### config.mk
export PLATFORM = sky130hd
export DESIGN_NAME = ddr2_local_arbiter_flat
export DESIGN_NICKNAME = d
export VERILOG_FILES = /design/src/rtl/ddr2_arb_pkg.sv /design/src/rtl/ddr2_local_arbiter_if.sv /design/src/rtl/ddr2_rd_credit.sv /design/src/rtl/ddr2_local_arbiter.sv /design/src/flat_wrapper.sv
export SDC_FILE = /design/constraint.sdc
export NUM_CORES = 1
export LEC_CHECK = 0
export BUFFER_PORTS_ARGS = -buffer_cell sky130_fd_sc_hd__buf_2
export CORE_AREA = 2 2 141 143
export CTS_CLUSTER_SIZE = 10
export DETAILED_ROUTE_END_ITERATION = 10
export DIE_AREA = 0 0 143 145
export PLACE_DENSITY_LB_ADDON = 0.08
export REMOVE_ABC_BUFFERS = 1
export SLEW_MARGIN = 20
export SYNTH_ARGS = -nofsm -noshare
export SYNTH_HDL_FRONTEND = slang
export SYNTH_HIERARCHICAL = 1
export SYNTH_SLANG_ARGS = --single-unit
### constraint.sdc
create_clock -name phy_clk -period 6.8 [get_ports phy_clk]
set_input_delay 1.02 -clock phy_clk [delete_from_list [all_inputs] [get_ports phy_clk]]
set_output_delay 1.02 -clock phy_clk [all_outputs]
set_load 0.1 [all_outputs]
### src/rtl/ddr2_arb_pkg.sv
// Shared types and constants for the DDR2 local-port arbiter.
// Covers the FSM state encoding, the last-grant encoding and the burst sizing helper.
package ddr2_arb_pkg;

   localparam int SIZE_W    = 4;
   localparam int MAX_BURST = 8;

   typedef enum logic [1:0] {
      IDLE     = 2'd0,
      WR_BURST = 2'd1,
      RD_CMD   = 2'd2
   } state_e;

   typedef enum logic {
      GRANT_WR = 1'b0,
      GRANT_RD = 1'b1
   } grant_e;

   // A size of 0 is treated as a single beat; oversize requests are clamped to the max burst.
   function automatic logic [SIZE_W-1:0] eff_size(input logic [SIZE_W-1:0] size);
      if (size == '0) return SIZE_W'(1);
      if (size > SIZE_W'(MAX_BURST)) return SIZE_W'(MAX_BURST);
      return size;
   endfunction

endpackage

### src/rtl/ddr2_local_arbiter_if.sv
// Bundle of controller-side, requester-side and debug signals of the arbiter.
// master = arbiter view, slave = environment (controller + requesters) view.
interface ddr2_local_arbiter_if #(
   parameter int ADDR_W = 24,
   parameter int DATA_W = 64
);
   import ddr2_arb_pkg::*;

   // Handshake: a beat or command transfers on any cycle where the arbiter holds
   // local_write_req/local_read_req and local_ready=1; until then address, size and
   // data stay stable. Requesters hold wr_req/rd_req until their one-cycle grant.
   logic                  local_init_done;
   logic                  local_ready;
   logic                  local_rdata_valid;
   logic [DATA_W-1:0]     local_rdata;
   logic [ADDR_W-1:0]     local_address;
   logic [SIZE_W-1:0]     local_size;
   logic                  local_burstbegin;
   logic                  local_write_req;
   logic                  local_read_req;
   logic [DATA_W-1:0]     local_wdata;
   logic [DATA_W/8-1:0]   local_be;

   logic                  wr_req;
   logic [ADDR_W-1:0]     wr_addr;
   logic [SIZE_W-1:0]     wr_size;
   logic [DATA_W-1:0]     wr_data;
   logic                  wr_data_ack;
   logic                  wr_grant;

   logic                  rd_req;
   logic [ADDR_W-1:0]     rd_addr;
   logic [SIZE_W-1:0]     rd_size;
   logic                  rd_grant;
   logic [DATA_W-1:0]     rd_data;
   logic                  rd_data_valid;

   state_e                dbg_state;
   logic [SIZE_W-1:0]     dbg_rd_out;

   modport master (
      input  local_init_done, local_ready, local_rdata_valid, local_rdata,
      output local_address, local_size, local_burstbegin, local_write_req,
      output local_read_req, local_wdata, local_be,
      input  wr_req, wr_addr, wr_size, wr_data,
      output wr_data_ack, wr_grant,
      input  rd_req, rd_addr, rd_size,
      output rd_grant, rd_data, rd_data_valid,
      output dbg_state, dbg_rd_out
   );

   modport slave (
      output local_init_done, local_ready, local_rdata_valid, local_rdata,
      input  local_address, local_size, local_burstbegin, local_write_req,
      input  local_read_req, local_wdata, local_be,
      output wr_req, wr_addr, wr_size, wr_data,
      input  wr_data_ack, wr_grant,
      output rd_req, rd_addr, rd_size,
      input  rd_grant, rd_data, rd_data_valid,
      input  dbg_state, dbg_rd_out
   );

endinterface

### src/rtl/ddr2_rd_credit.sv
// Outstanding read-beat counter and read eligibility compare.
// Adds a burst on command acceptance, removes one per returned beat, never below zero.
module ddr2_rd_credit
   import ddr2_arb_pkg::*;
#(
   parameter int MAX_RD_OUT = 8
) (
   input  logic              clk_i,
   input  logic              rst_n_i,
   input  logic              rd_accept_i,
   input  logic [SIZE_W-1:0] accept_size_i,
   input  logic              rdata_valid_i,
   input  logic [SIZE_W-1:0] req_size_i,
   output logic              rd_ok_o,
   output logic [SIZE_W-1:0] rd_out_o
);

   localparam int CW = SIZE_W + 1;

   logic [SIZE_W-1:0] rd_out_q, rd_out_d;
   logic [CW-1:0]     rd_sum;

   always_comb begin
      rd_sum = {1'b0, rd_out_q};
      if (rd_accept_i) rd_sum = rd_sum + {1'b0, accept_size_i};
      if (rdata_valid_i && (rd_sum != '0)) rd_sum = rd_sum - CW'(1);
      rd_out_d = rd_sum[SIZE_W-1:0];
   end

   always_ff @(posedge clk_i) begin
      if (!rst_n_i) rd_out_q <= '0;
      else          rd_out_q <= rd_out_d;
   end

   assign rd_ok_o  = (({1'b0, rd_out_q} + {1'b0, req_size_i}) <= CW'(MAX_RD_OUT));
   assign rd_out_o = rd_out_q;

endmodule

### src/rtl/ddr2_local_arbiter.sv
// Round-robin arbiter between one write and one read requester onto the DDR2
// controller local port; write bursts stream beats, reads issue a single command.
module ddr2_local_arbiter
   import ddr2_arb_pkg::*;
#(
   parameter int ADDR_W     = 24,
   parameter int DATA_W     = 64,
   parameter int MAX_RD_OUT = 8
) (
   input logic                 phy_clk,
   input logic                 reset_phy_clk_n,
   ddr2_local_arbiter_if.master bus
);

   localparam int BE_W = DATA_W / 8;

   state_e            state_q, state_d;
   grant_e            last_grant_q, last_grant_d;
   logic [ADDR_W-1:0] addr_q, addr_d;
   logic [SIZE_W-1:0] size_q, size_d;
   logic [SIZE_W-1:0] beat_cnt_q, beat_cnt_d;

   logic [SIZE_W-1:0] wr_eff, rd_eff, rd_out;
   logic              rd_ok, rd_accept;
   logic              wr_pend, rd_pend, wr_take, rd_take;

   assign wr_eff    = eff_size(bus.wr_size);
   assign rd_eff    = eff_size(bus.rd_size);
   assign rd_accept = (state_q == RD_CMD) && bus.local_ready;

   ddr2_rd_credit #(.MAX_RD_OUT(MAX_RD_OUT)) u_rd_credit (
      .clk_i         (phy_clk),
      .rst_n_i       (reset_phy_clk_n),
      .rd_accept_i   (rd_accept),
      .accept_size_i (size_q),
      .rdata_valid_i (bus.local_rdata_valid),
      .req_size_i    (rd_eff),
      .rd_ok_o       (rd_ok),
      .rd_out_o      (rd_out)
   );

   // On a tie the requester not served last wins; a read blocked by credit yields.
   always_comb begin
      wr_pend = bus.local_init_done && bus.wr_req;
      rd_pend = bus.local_init_done && bus.rd_req && rd_ok;
      wr_take = wr_pend && (!rd_pend || (last_grant_q == GRANT_RD));
      rd_take = rd_pend && !wr_take;
   end

   always_comb begin
      state_d              = state_q;
      last_grant_d         = last_grant_q;
      addr_d               = addr_q;
      size_d               = size_q;
      beat_cnt_d           = beat_cnt_q;
      bus.local_write_req  = 1'b0;
      bus.local_read_req   = 1'b0;
      bus.local_burstbegin = 1'b0;
      bus.local_wdata      = bus.wr_data;
      bus.wr_data_ack      = 1'b0;
      bus.wr_grant         = 1'b0;
      bus.rd_grant         = 1'b0;
      case (state_q)
         IDLE: begin
            if (wr_take) begin
               state_d    = WR_BURST;
               addr_d     = bus.wr_addr;
               size_d     = wr_eff;
               beat_cnt_d = '0;
            end else if (rd_take) begin
               state_d = RD_CMD;
               addr_d  = bus.rd_addr;
               size_d  = rd_eff;
            end
         end
         WR_BURST: begin
            bus.local_write_req  = 1'b1;
            bus.local_burstbegin = (beat_cnt_q == '0);
            bus.wr_data_ack      = bus.local_ready;
            if (bus.local_ready) begin
               if (beat_cnt_q == size_q - SIZE_W'(1)) begin
                  bus.wr_grant = 1'b1;
                  beat_cnt_d   = '0;
                  last_grant_d = GRANT_WR;
                  state_d      = IDLE;
               end else begin
                  beat_cnt_d = beat_cnt_q + SIZE_W'(1);
               end
            end
         end
         RD_CMD: begin
            bus.local_read_req   = 1'b1;
            bus.local_burstbegin = 1'b1;
            if (bus.local_ready) begin
               bus.rd_grant = 1'b1;
               last_grant_d = GRANT_RD;
               state_d      = IDLE;
            end
         end
         default: state_d = IDLE;
      endcase
   end

   always_ff @(posedge phy_clk) begin
      if (!reset_phy_clk_n) begin
         state_q      <= IDLE;
         last_grant_q <= GRANT_RD;
         addr_q       <= '0;
         size_q       <= '0;
         beat_cnt_q   <= '0;
      end else begin
         state_q      <= state_d;
         last_grant_q <= last_grant_d;
         addr_q       <= addr_d;
         size_q       <= size_d;
         beat_cnt_q   <= beat_cnt_d;
      end
   end

   assign bus.local_address = addr_q;
   assign bus.local_size    = size_q;
   assign bus.local_be      = {BE_W{1'b1}};
   assign bus.rd_data       = bus.local_rdata;
   assign bus.rd_data_valid = bus.local_rdata_valid;
   assign bus.dbg_state     = state_q;
   assign bus.dbg_rd_out    = rd_out;

endmodule

### src/flat_wrapper.sv
// flat-port wrapper written by rule: the top's interface ports become plain ports
module ddr2_local_arbiter_flat import ddr2_arb_pkg::*;
#(
   parameter int ADDR_W     = 24,
   parameter int DATA_W     = 64,
   parameter int MAX_RD_OUT = 8
)
  (phy_clk, reset_phy_clk_n, bus_local_init_done, bus_local_ready, bus_local_rdata_valid, bus_local_rdata, bus_local_address, bus_local_size, bus_local_burstbegin, bus_local_write_req, bus_local_read_req, bus_local_wdata, bus_local_be, bus_wr_req, bus_wr_addr, bus_wr_size, bus_wr_data, bus_wr_data_ack, bus_wr_grant, bus_rd_req, bus_rd_addr, bus_rd_size, bus_rd_grant, bus_rd_data, bus_rd_data_valid, bus_dbg_state, bus_dbg_rd_out);
  ddr2_local_arbiter_if #(.ADDR_W(ADDR_W), .DATA_W(DATA_W)) bus_i ();
  input logic phy_clk;
  input logic reset_phy_clk_n;
  input wire logic [$bits(bus_i.local_init_done)-1:0] bus_local_init_done;
  input wire logic [$bits(bus_i.local_ready)-1:0] bus_local_ready;
  input wire logic [$bits(bus_i.local_rdata_valid)-1:0] bus_local_rdata_valid;
  input wire logic [$bits(bus_i.local_rdata)-1:0] bus_local_rdata;
  output wire logic [$bits(bus_i.local_address)-1:0] bus_local_address;
  output wire logic [$bits(bus_i.local_size)-1:0] bus_local_size;
  output wire logic [$bits(bus_i.local_burstbegin)-1:0] bus_local_burstbegin;
  output wire logic [$bits(bus_i.local_write_req)-1:0] bus_local_write_req;
  output wire logic [$bits(bus_i.local_read_req)-1:0] bus_local_read_req;
  output wire logic [$bits(bus_i.local_wdata)-1:0] bus_local_wdata;
  output wire logic [$bits(bus_i.local_be)-1:0] bus_local_be;
  input wire logic [$bits(bus_i.wr_req)-1:0] bus_wr_req;
  input wire logic [$bits(bus_i.wr_addr)-1:0] bus_wr_addr;
  input wire logic [$bits(bus_i.wr_size)-1:0] bus_wr_size;
  input wire logic [$bits(bus_i.wr_data)-1:0] bus_wr_data;
  output wire logic [$bits(bus_i.wr_data_ack)-1:0] bus_wr_data_ack;
  output wire logic [$bits(bus_i.wr_grant)-1:0] bus_wr_grant;
  input wire logic [$bits(bus_i.rd_req)-1:0] bus_rd_req;
  input wire logic [$bits(bus_i.rd_addr)-1:0] bus_rd_addr;
  input wire logic [$bits(bus_i.rd_size)-1:0] bus_rd_size;
  output wire logic [$bits(bus_i.rd_grant)-1:0] bus_rd_grant;
  output wire logic [$bits(bus_i.rd_data)-1:0] bus_rd_data;
  output wire logic [$bits(bus_i.rd_data_valid)-1:0] bus_rd_data_valid;
  output wire logic [$bits(bus_i.dbg_state)-1:0] bus_dbg_state;
  output wire logic [$bits(bus_i.dbg_rd_out)-1:0] bus_dbg_rd_out;
  assign bus_i.local_init_done = bus_local_init_done;
  assign bus_i.local_ready = bus_local_ready;
  assign bus_i.local_rdata_valid = bus_local_rdata_valid;
  assign bus_i.local_rdata = bus_local_rdata;
  assign bus_local_address = bus_i.local_address;
  assign bus_local_size = bus_i.local_size;
  assign bus_local_burstbegin = bus_i.local_burstbegin;
  assign bus_local_write_req = bus_i.local_write_req;
  assign bus_local_read_req = bus_i.local_read_req;
  assign bus_local_wdata = bus_i.local_wdata;
  assign bus_local_be = bus_i.local_be;
  assign bus_i.wr_req = bus_wr_req;
  assign bus_i.wr_addr = bus_wr_addr;
  assign bus_i.wr_size = bus_wr_size;
  assign bus_i.wr_data = bus_wr_data;
  assign bus_wr_data_ack = bus_i.wr_data_ack;
  assign bus_wr_grant = bus_i.wr_grant;
  assign bus_i.rd_req = bus_rd_req;
  assign bus_i.rd_addr = bus_rd_addr;
  assign bus_i.rd_size = bus_rd_size;
  assign bus_rd_grant = bus_i.rd_grant;
  assign bus_rd_data = bus_i.rd_data;
  assign bus_rd_data_valid = bus_i.rd_data_valid;
  assign bus_dbg_state = bus_i.dbg_state;
  assign bus_dbg_rd_out = bus_i.dbg_rd_out;
  ddr2_local_arbiter #(.ADDR_W(ADDR_W), .DATA_W(DATA_W), .MAX_RD_OUT(MAX_RD_OUT)) u_core (.phy_clk(phy_clk), .reset_phy_clk_n(reset_phy_clk_n), .bus(bus_i));
endmodule
# [Yosys cells after proc, flatten, opt, wreduce, memory -nomap -nowiden]
# Index checks and enable logic that the tools add are counted.
# W data, S select, Z words.
[word_totals] reg_bits=39 input_bits=191 output_inout_bits=177 word_cells=87
[op_classes] n_addsub=5 n_lt_le_gt_ge=3 eq_ne=8 n_mux=43 n_reduce_logical=22
[ops] operator="$mux W4" count=14
[ops] operator="$mux W24" count=2
[ops] operator="$mux W1" count=17
[ops] operator="$logic_not A4 Y1" count=3
[ops] operator="$add A4 B4 Y5" count=2
[ops] operator="$mux W2" count=5
[ops] operator="$gt A4 B4 Y1 const B" count=2
[ops] operator="$pmux W4 S2" count=1
[ops] operator="$reduce_and A4 Y1" count=2
[ops] operator="$sub A4 B1 Y4 const B" count=2
[ops] operator="$logic_and A1 B1 Y1" count=7
[ops] operator="$pmux W2 S3" count=1
[ops] operator="$reduce_bool A2 Y1" count=3
[ops] operator="$le A5 B4 Y1 const B" count=1
[ops] operator="$mux W5" count=1
[ops] operator="$reduce_bool A5 Y1" count=1
[ops] operator="$add A4 B1 Y4 const B" count=1
[ops] operator="$eq A4 B4 Y1" count=1
[ops] operator="$ne A2 B1 Y1 const B" count=2
[ops] operator="$ne A2 B2 Y1 const B" count=2
[ops] operator="$pmux W1 S2" count=2
[ops] operator="$ne A3 B1 Y1 const B" count=1
[ops] operator="$reduce_and A3 Y1" count=1
[ops] operator="$eq A2 B1 Y1 const B" count=1
[ops] operator="5 further kinds" count=6

# [Longest topological paths before layout]
[depth] depth_word=16 ltp_mapped=15 mapped_depth_nobuf=13

# [Modules after synthesis]
# Netlist, hierarchy kept.
[modules_own_cells] module="ddr2_local_arbiter" n_inst=1 cells_per_inst=354 area_each_um2=2941.6 seq_area_each_um2=700.7
[modules_own_cells] module="ddr2_rd_credit" n_inst=1 cells_per_inst=55 area_each_um2=534.3 seq_area_each_um2=80.1

# [Least setup slack after synthesis]
# Ideal clock, no wire load.
[synth_timing] path_type="register -> output" from="register u_core.state_q[0] (netlist: u_core/bus.dbg_state[0])" to="output bus_wr_grant" arrival_time_ns=3.672 required_ns=5.780 setup_slack_ns=2.108 stages_incl_launch_ff=7 n_path_buf=1 cell_sequence="dfxtp_1 ha_1 buf_4 nand2_1 inv_1 nand3_1 inv_1"
[synth_between] elab_chain_len=2
[synth_lines] element="start, declared" line_no="ddr2_local_arbiter.sv:17" source="state_e state_q, state_d;"
[synth_lines] element="start signal, assigned" line_no="ddr2_local_arbiter.sv:112" source="state_q <= state_d;"
[synth_lines] element="$eq A2 B1 Y1" line_no="ddr2_local_arbiter.sv:63" source="case (state_q)"
[synth_lines] element="$mux W1" line_no="ddr2_local_arbiter.sv:63"
[synth_lines] element="end, declared" line_no="flat_wrapper.sv:28" source="output wire logic [$bits(bus_i.wr_grant)-1:0] bus_wr_grant;"
# Every way passes these cells.

# [Worst setup path after layout]
[layout_timing] from="input bus_rd_size[2]" to="register u_core.addr_q[21] (netlist: u_core/bus.local_address[21])"
[layout_between] elab_chain_len=15 word_cells_on_any_way=19 cone_classes="add/sub: 1; order compare: 2; mux: 7; reduce/logical: 9"
[layout_lines] element="start, declared" line_no="flat_wrapper.sv:31" source="input wire logic [$bits(bus_i.rd_size)-1:0] bus_rd_size;"
[layout_lines] element="$gt A4 B4 Y1" line_no="ddr2_arb_pkg.sv:22" source="if (size > SIZE_W'(MAX_BURST)) return SIZE_W'(MAX_BURST);"
[layout_lines] element="$mux W1 (2 in a row)" line_no="ddr2_arb_pkg.sv:22"
[layout_lines] element="$mux W4" line_no="ddr2_arb_pkg.sv:23" source="return size;"
[layout_lines] element="$mux W4 (*)" line_no="ddr2_arb_pkg.sv:22"
[layout_lines] element="net u_core.rd_eff[0]" line_no="ddr2_local_arbiter.sv:23" source="logic [SIZE_W-1:0] wr_eff, rd_eff, rd_out;"
[layout_lines] element="$add A4 B4 Y5 (*)" line_no="ddr2_rd_credit.sv:35" source="assign rd_ok_o = (({1'b0, rd_out_q} + {1'b0, req_size_i}) <= CW'(MAX_RD_OUT));"
[layout_lines] element="$le A5 B4 Y1 (*)" line_no="ddr2_rd_credit.sv:35"
[layout_lines] element="net u_core.rd_ok" line_no="ddr2_local_arbiter.sv:24" source="logic rd_ok, rd_accept;"
[layout_lines] element="$logic_and A1 B1 Y1 (*)" line_no="ddr2_local_arbiter.sv:45" source="rd_pend = bus.local_init_done && bus.rd_req && rd_ok;"
[layout_lines] element="$logic_not A1 Y1" line_no="ddr2_local_arbiter.sv:46" source="wr_take = wr_pend && (!rd_pend || (last_grant_q == GRANT_RD));"
[layout_lines] element="$logic_or A1 B1 Y1" line_no="ddr2_local_arbiter.sv:46"
[layout_lines] element="$logic_and A1 B1 Y1" line_no="ddr2_local_arbiter.sv:46"
[layout_lines] element="$logic_not A1 Y1" line_no="ddr2_local_arbiter.sv:47" source="rd_take = rd_pend && !wr_take;"
[layout_lines] element="$logic_and A1 B1 Y1" line_no="ddr2_local_arbiter.sv:47"
[layout_lines] element="$reduce_bool A2 Y1 (no source line)"
[layout_lines] element="$reduce_and A2 Y1 (no source line)"
[layout_lines] element="end signal, assigned" line_no="ddr2_local_arbiter.sv:114" source="addr_q <= addr_d;"
[layout_lines] element="end, declared" line_no="ddr2_local_arbiter.sv:19" source="logic [ADDR_W-1:0] addr_q, addr_d;"
# The timed path passes the listed nets; every way through them passes the cells marked *. The select of a mux whose other input is x is not followed.
# A chain may end at the register's enable or synchronous reset.

==> flow_summary.json <==
{
  "synth.lib_cells_used.distinct": 51,
  "critical_path.max_fanout": 22,
  "cp_delay_by_family_top": "compound AO/OA/AOI/OAI gates",
  "yosysWarningCount": 6,
  "route.vias.total": 2729,
  "power_density_mw_per_mm2": 364,
  "grt_start_max_net_pins": 37,
  "xor_xnor_share_of_the_synthesized_area": 0.0245,
  "p_leak_nw": 1.64,
  "final.period_utilization": 0.661,
  "stdcell_count": 642,
  "timing.critical_path.from_type": "primary input",
  "final_cell_mix": "sky130_fd_sc_hd__buf_2 (103), sky130_fd_sc_hd__dfxtp_1 (39), sky130_fd_sc_hd__nor2_1 (34)",
  "drv_slew": 0,
  "worstHoldStart": "u_core/bus.local_address[16]$_SDFFE_PN0P_",
  "post_synth_and_or_nand_nor_area_fraction": 0.122,
  "hold_end": "u_core/bus.local_address[16]$_SDFFE_PN0P_",
  "critical_path.most_common_cell": "sky130_fd_sc_hd__nor2_1",
  "synth.ff_latch_count": 39,
  "cts.hold.buffers_added": 0,
  "fp.coreArea_mm2": 0.0192,
  "regToRegEndpoint": "u_core/bus.local_address[21]$_SDFFE_PN0P_",
  "rsz0062_at_grt": "no",
  "tightest_slew_ns": 0.859,
  "rr_startpoint": "u_core/u_rd_credit/rd_out_o[0]$_SDFF_PN0_",
  "min-delay-path-class": "reg -> reg",
  "overflow": 0,
  "detailed_place_hpwl_mm": 26.1,
  "row_count": 51,
  "fmax_mhz": 223,
  "critical_path_buf_inv_count": 2,
  "final_common_cell": "sky130_fd_sc_hd__buf_2",
  "port_buffers": 103,
  "total_power_w": 0.00125,
  "fin_worst_skew_ns": 0.0107,
  "cts_tree": "built",
  "max_incr_delay_on_cp_ns": 0.74,
  "synth.area.top_cells": "sky130_fd_sc_hd__buf_4 (30%), sky130_fd_sc_hd__dfxtp_1 (22%), sky130_fd_sc_hd__mux2i_1 (8.6%)",
  "io-pin-count": 368,
  "max_slew_margin": 0.425,
  "ir_drop_uv": 108,
  "drc": 0,
  "antenna_violating_nets_post_route": 0,
  "post-route-min-period_ns": 4.49,
  "routedWlPerCell_um": 44.7,
  "clkSinkCount": 39,
  "routed_via_density": 4.25,
  "final-hold-violation-count": 0,
  "first_pass_grt_wire_length_mm": 34.5,
  "area_delta_synth_final_pct": -1.22,
  "synth.mux.area_fraction": 0.0896,
  "outcome": "completed",
  "global_route.usage.total": 0.269,
  "timing.final.ws_setup_ns": 2.31,
  "post_synth_fa_ha_maj_area_fraction": 0.0655,
  "clock_tree.htree_level_count": 2,
  "setup_viol": 0,
  "cts_resized": 0,
  "insertion_delay_to_the_later_sink_of_the_worst_skew_pair_ns": 0.30,
  "routabilityCongestion": 1.04,
  "netlist.area_leader.share": 0.298,
  "grt_pass1_vias": 2570,
  "synthFlopType": "sky130_fd_sc_hd__dfxtp_1",
  "starting_density": 0.181,
  "critical_path_required_ns": 6.97,
  "drt_first_pass_iters": 4,
  "compound_cell_area_share_of_the_yosys_netlist": 0.134,
  "worstPathCellList": "buf_2 > nor2_1 > nor2_1 > nor2_1 > ha_1 > fa_1 > or3_1 > a221oi_1 > nand2_1 > o211ai_4 > buf_4 > mux2i_1 > a211oi_1",
  "drv.max_cap_violation_count": 0,
  "dieArea_mm2": 0.0207,
  "worst_slack_at_placement_ns": 1.98,
  "clk_transition_reported_paths_ns": 0.07,
  "synth_edf_count": 0,
  "critical_path_class": "in -> reg",
  "cpMaxStageDelayCell": "sky130_fd_sc_hd__o211ai_4",
  "combinational_family_with_the_most_area_after_synthesis": "buffers and inverters",
  "post_route_cells_drive_above_1_share": 0.332,
  "cts-buffers-inserted": 5,
  "cts.repair_timing.setup_buffer_count": 0,
  "post_synth.cell_area_avg_um2": 8.50,
  "die_x_um": 143,
  "post_synth_inst_count": 409,
  "arrival_ns": 4.66,
  "num_antenna_cells": 0,
  "dieHeight_um": 145,
  "final.setup.tns_ns": 0,
  "reg2regPathDepth": 10,
  "setup.worst_path.end_class": "flop",
  "ff2ff_setup_slack_ns": 3.02,
  "drt_first_iter_violations": 147,
  "finalWirelength_mm": 28.7,
  "holdWs_ns": 0.493,
  "dp.cells": 634,
  "syn-cell-area_mm2": 0.00348,
  "grt_antenna_before_repair": 1,
  "nets": 584,
  "critPathLaunch": "bus_rd_size[2]",
  "synthDominantAreaCellType": "sky130_fd_sc_hd__buf_4",
  "timing.hold.worst_path_depth": 2,
  "cts-root-to-sink-buffers": 2,
  "ctsRootBufferMaster": "sky130_fd_sc_hd__clkbuf_16",
  "synth_sequential_area_ratio": 0.225,
  "synth_async_sr_flop_share": 0
}
-- flip-flops by register name, indices dropped and copies added (netlist names) --
signal and flops:
u_core/bus.dbg_state 2, u_core/bus.local_address 24, u_core/u_rd_credit/rd_out_o 4, u_core/beat_cnt_q 4
u_core/last_grant_q 1, u_core/bus.local_size 4
-- worst reg2reg max path, stage by stage (launching register included) --
cell                       delay, ns
sky130_fd_sc_hd__dfxtp_1        0.35
sky130_fd_sc_hd__ha_1           0.23
sky130_fd_sc_hd__fa_1           0.42
sky130_fd_sc_hd__xor2_1         0.15
sky130_fd_sc_hd__or3_1          0.31
sky130_fd_sc_hd__a221oi_1       0.47
sky130_fd_sc_hd__nand2_1        0.24
sky130_fd_sc_hd__o211ai_4       0.74
sky130_fd_sc_hd__buf_4          0.40
sky130_fd_sc_hd__mux2i_1        0.25
sky130_fd_sc_hd__a211oi_1       0.10
-- logic make-up (layout without fill, tap and decap cells) --
kind of cell | after synthesis | count (layout)
buffers and inverters | 166 | 127
AND/OR/NAND/NOR | 86 | 86
AO/OA/AOI/OAI | 61 | 61
flip-flops | 39 | 39
multiplexers | 31 | 31
adder cells (fa/ha/maj) | 17 | 17
XOR/XNOR | 8 | 8
other | 1 | 8
-- power breakdown --
part,leakage (nW),switching [W],internal [W]
sequential,0.321,0.0000404,0.000267
clock,0.0868,0.000111,0.000183
combinational,1.23,0.000496,0.000152
total,1.64,0.000648,0.000602
-- metrics by stage --
| step | util | area, µm² |
|---|---|---|
| after CTS | 0.179 | 3430 |
| after global routing | 0.179 | 3430 |
| after floorplan | - | 2370 |
| after global placement | 0.170 | 3260 |
| final | 0.179 | 3430 |
| after detailed placement | 0.170 | 3260 |
-- area by class of cell --
class | instances | area (µm²)
Fill cell | 2208 | 15800
Multi-Input combinational cell | 211 | 1560
Sequential cell | 39 | 781
Timing Repair Buffer | 106 | 538
Tap cell | 265 | 332
Clock buffer | 6 | 139
Inverter | 13 | 48.8
Clock inverter | 2 | 35.0
-- routing by layer --
layer / up-vias / share of wire / global-route usage
met5: - / 0.0036 / 0.0401
met4: 4 / 0.027 / 0.0688
met3: 33 / 0.32 / 0.402
met2: 389 / 0.45 / 0.426
met1: 1121 / 0.20 / 0.156
li1: 1182 / - / -
-- cell usage after synthesis, types with 2 or more instances --
master,count
sky130_fd_sc_hd__dfxtp_1,39
sky130_fd_sc_hd__nor2b_1,2
sky130_fd_sc_hd__xor2_1,3
sky130_fd_sc_hd__buf_4,138
sky130_fd_sc_hd__clkbuf_1,6
sky130_fd_sc_hd__nor3_1,6
sky130_fd_sc_hd__or3_1,2
sky130_fd_sc_hd__mux2i_1,30
sky130_fd_sc_hd__a211oi_1,28
sky130_fd_sc_hd__nor3b_1,2
sky130_fd_sc_hd__nand3_1,7
sky130_fd_sc_hd__nor3_2,2
sky130_fd_sc_hd__xnor2_1,4
sky130_fd_sc_hd__fa_1,2
sky130_fd_sc_hd__nand2_1,18
sky130_fd_sc_hd__inv_1,13
sky130_fd_sc_hd__o21a_1,2
sky130_fd_sc_hd__o21ai_0,4
sky130_fd_sc_hd__ha_1,15
sky130_fd_sc_hd__buf_6,4
sky130_fd_sc_hd__nand2b_1,3
sky130_fd_sc_hd__buf_2,5
sky130_fd_sc_hd__nor2_1,35
sky130_fd_sc_hd__a21oi_1,10
sky130_fd_sc_hd__a21o_1,3
-- how the worst max path moves through the flow --
stage | to | slack (ns) | depth (start not counted)
2_1_floorplan | u_core/bus.local_address[0]$_SDFFE_PN0P_ | 1.92 | 13
5_1_grt | u_core/bus.local_address[21]$_SDFFE_PN0P_ | 2.05 | 13
3_3_place_gp | u_core/bus.local_address[19]$_SDFFE_PN0P_ | 2.11 | 14
4_1_cts | u_core/bus.local_address[12]$_SDFFE_PN0P_ | 2.29 | 13
6_report | u_core/bus.local_address[21]$_SDFFE_PN0P_ | 2.31 | 13
3_5_place_dp | u_core/bus.local_address[12]$_SDFFE_PN0P_ | 1.98 | 13
No activity file was read; power rests on OpenSTA's default activity.
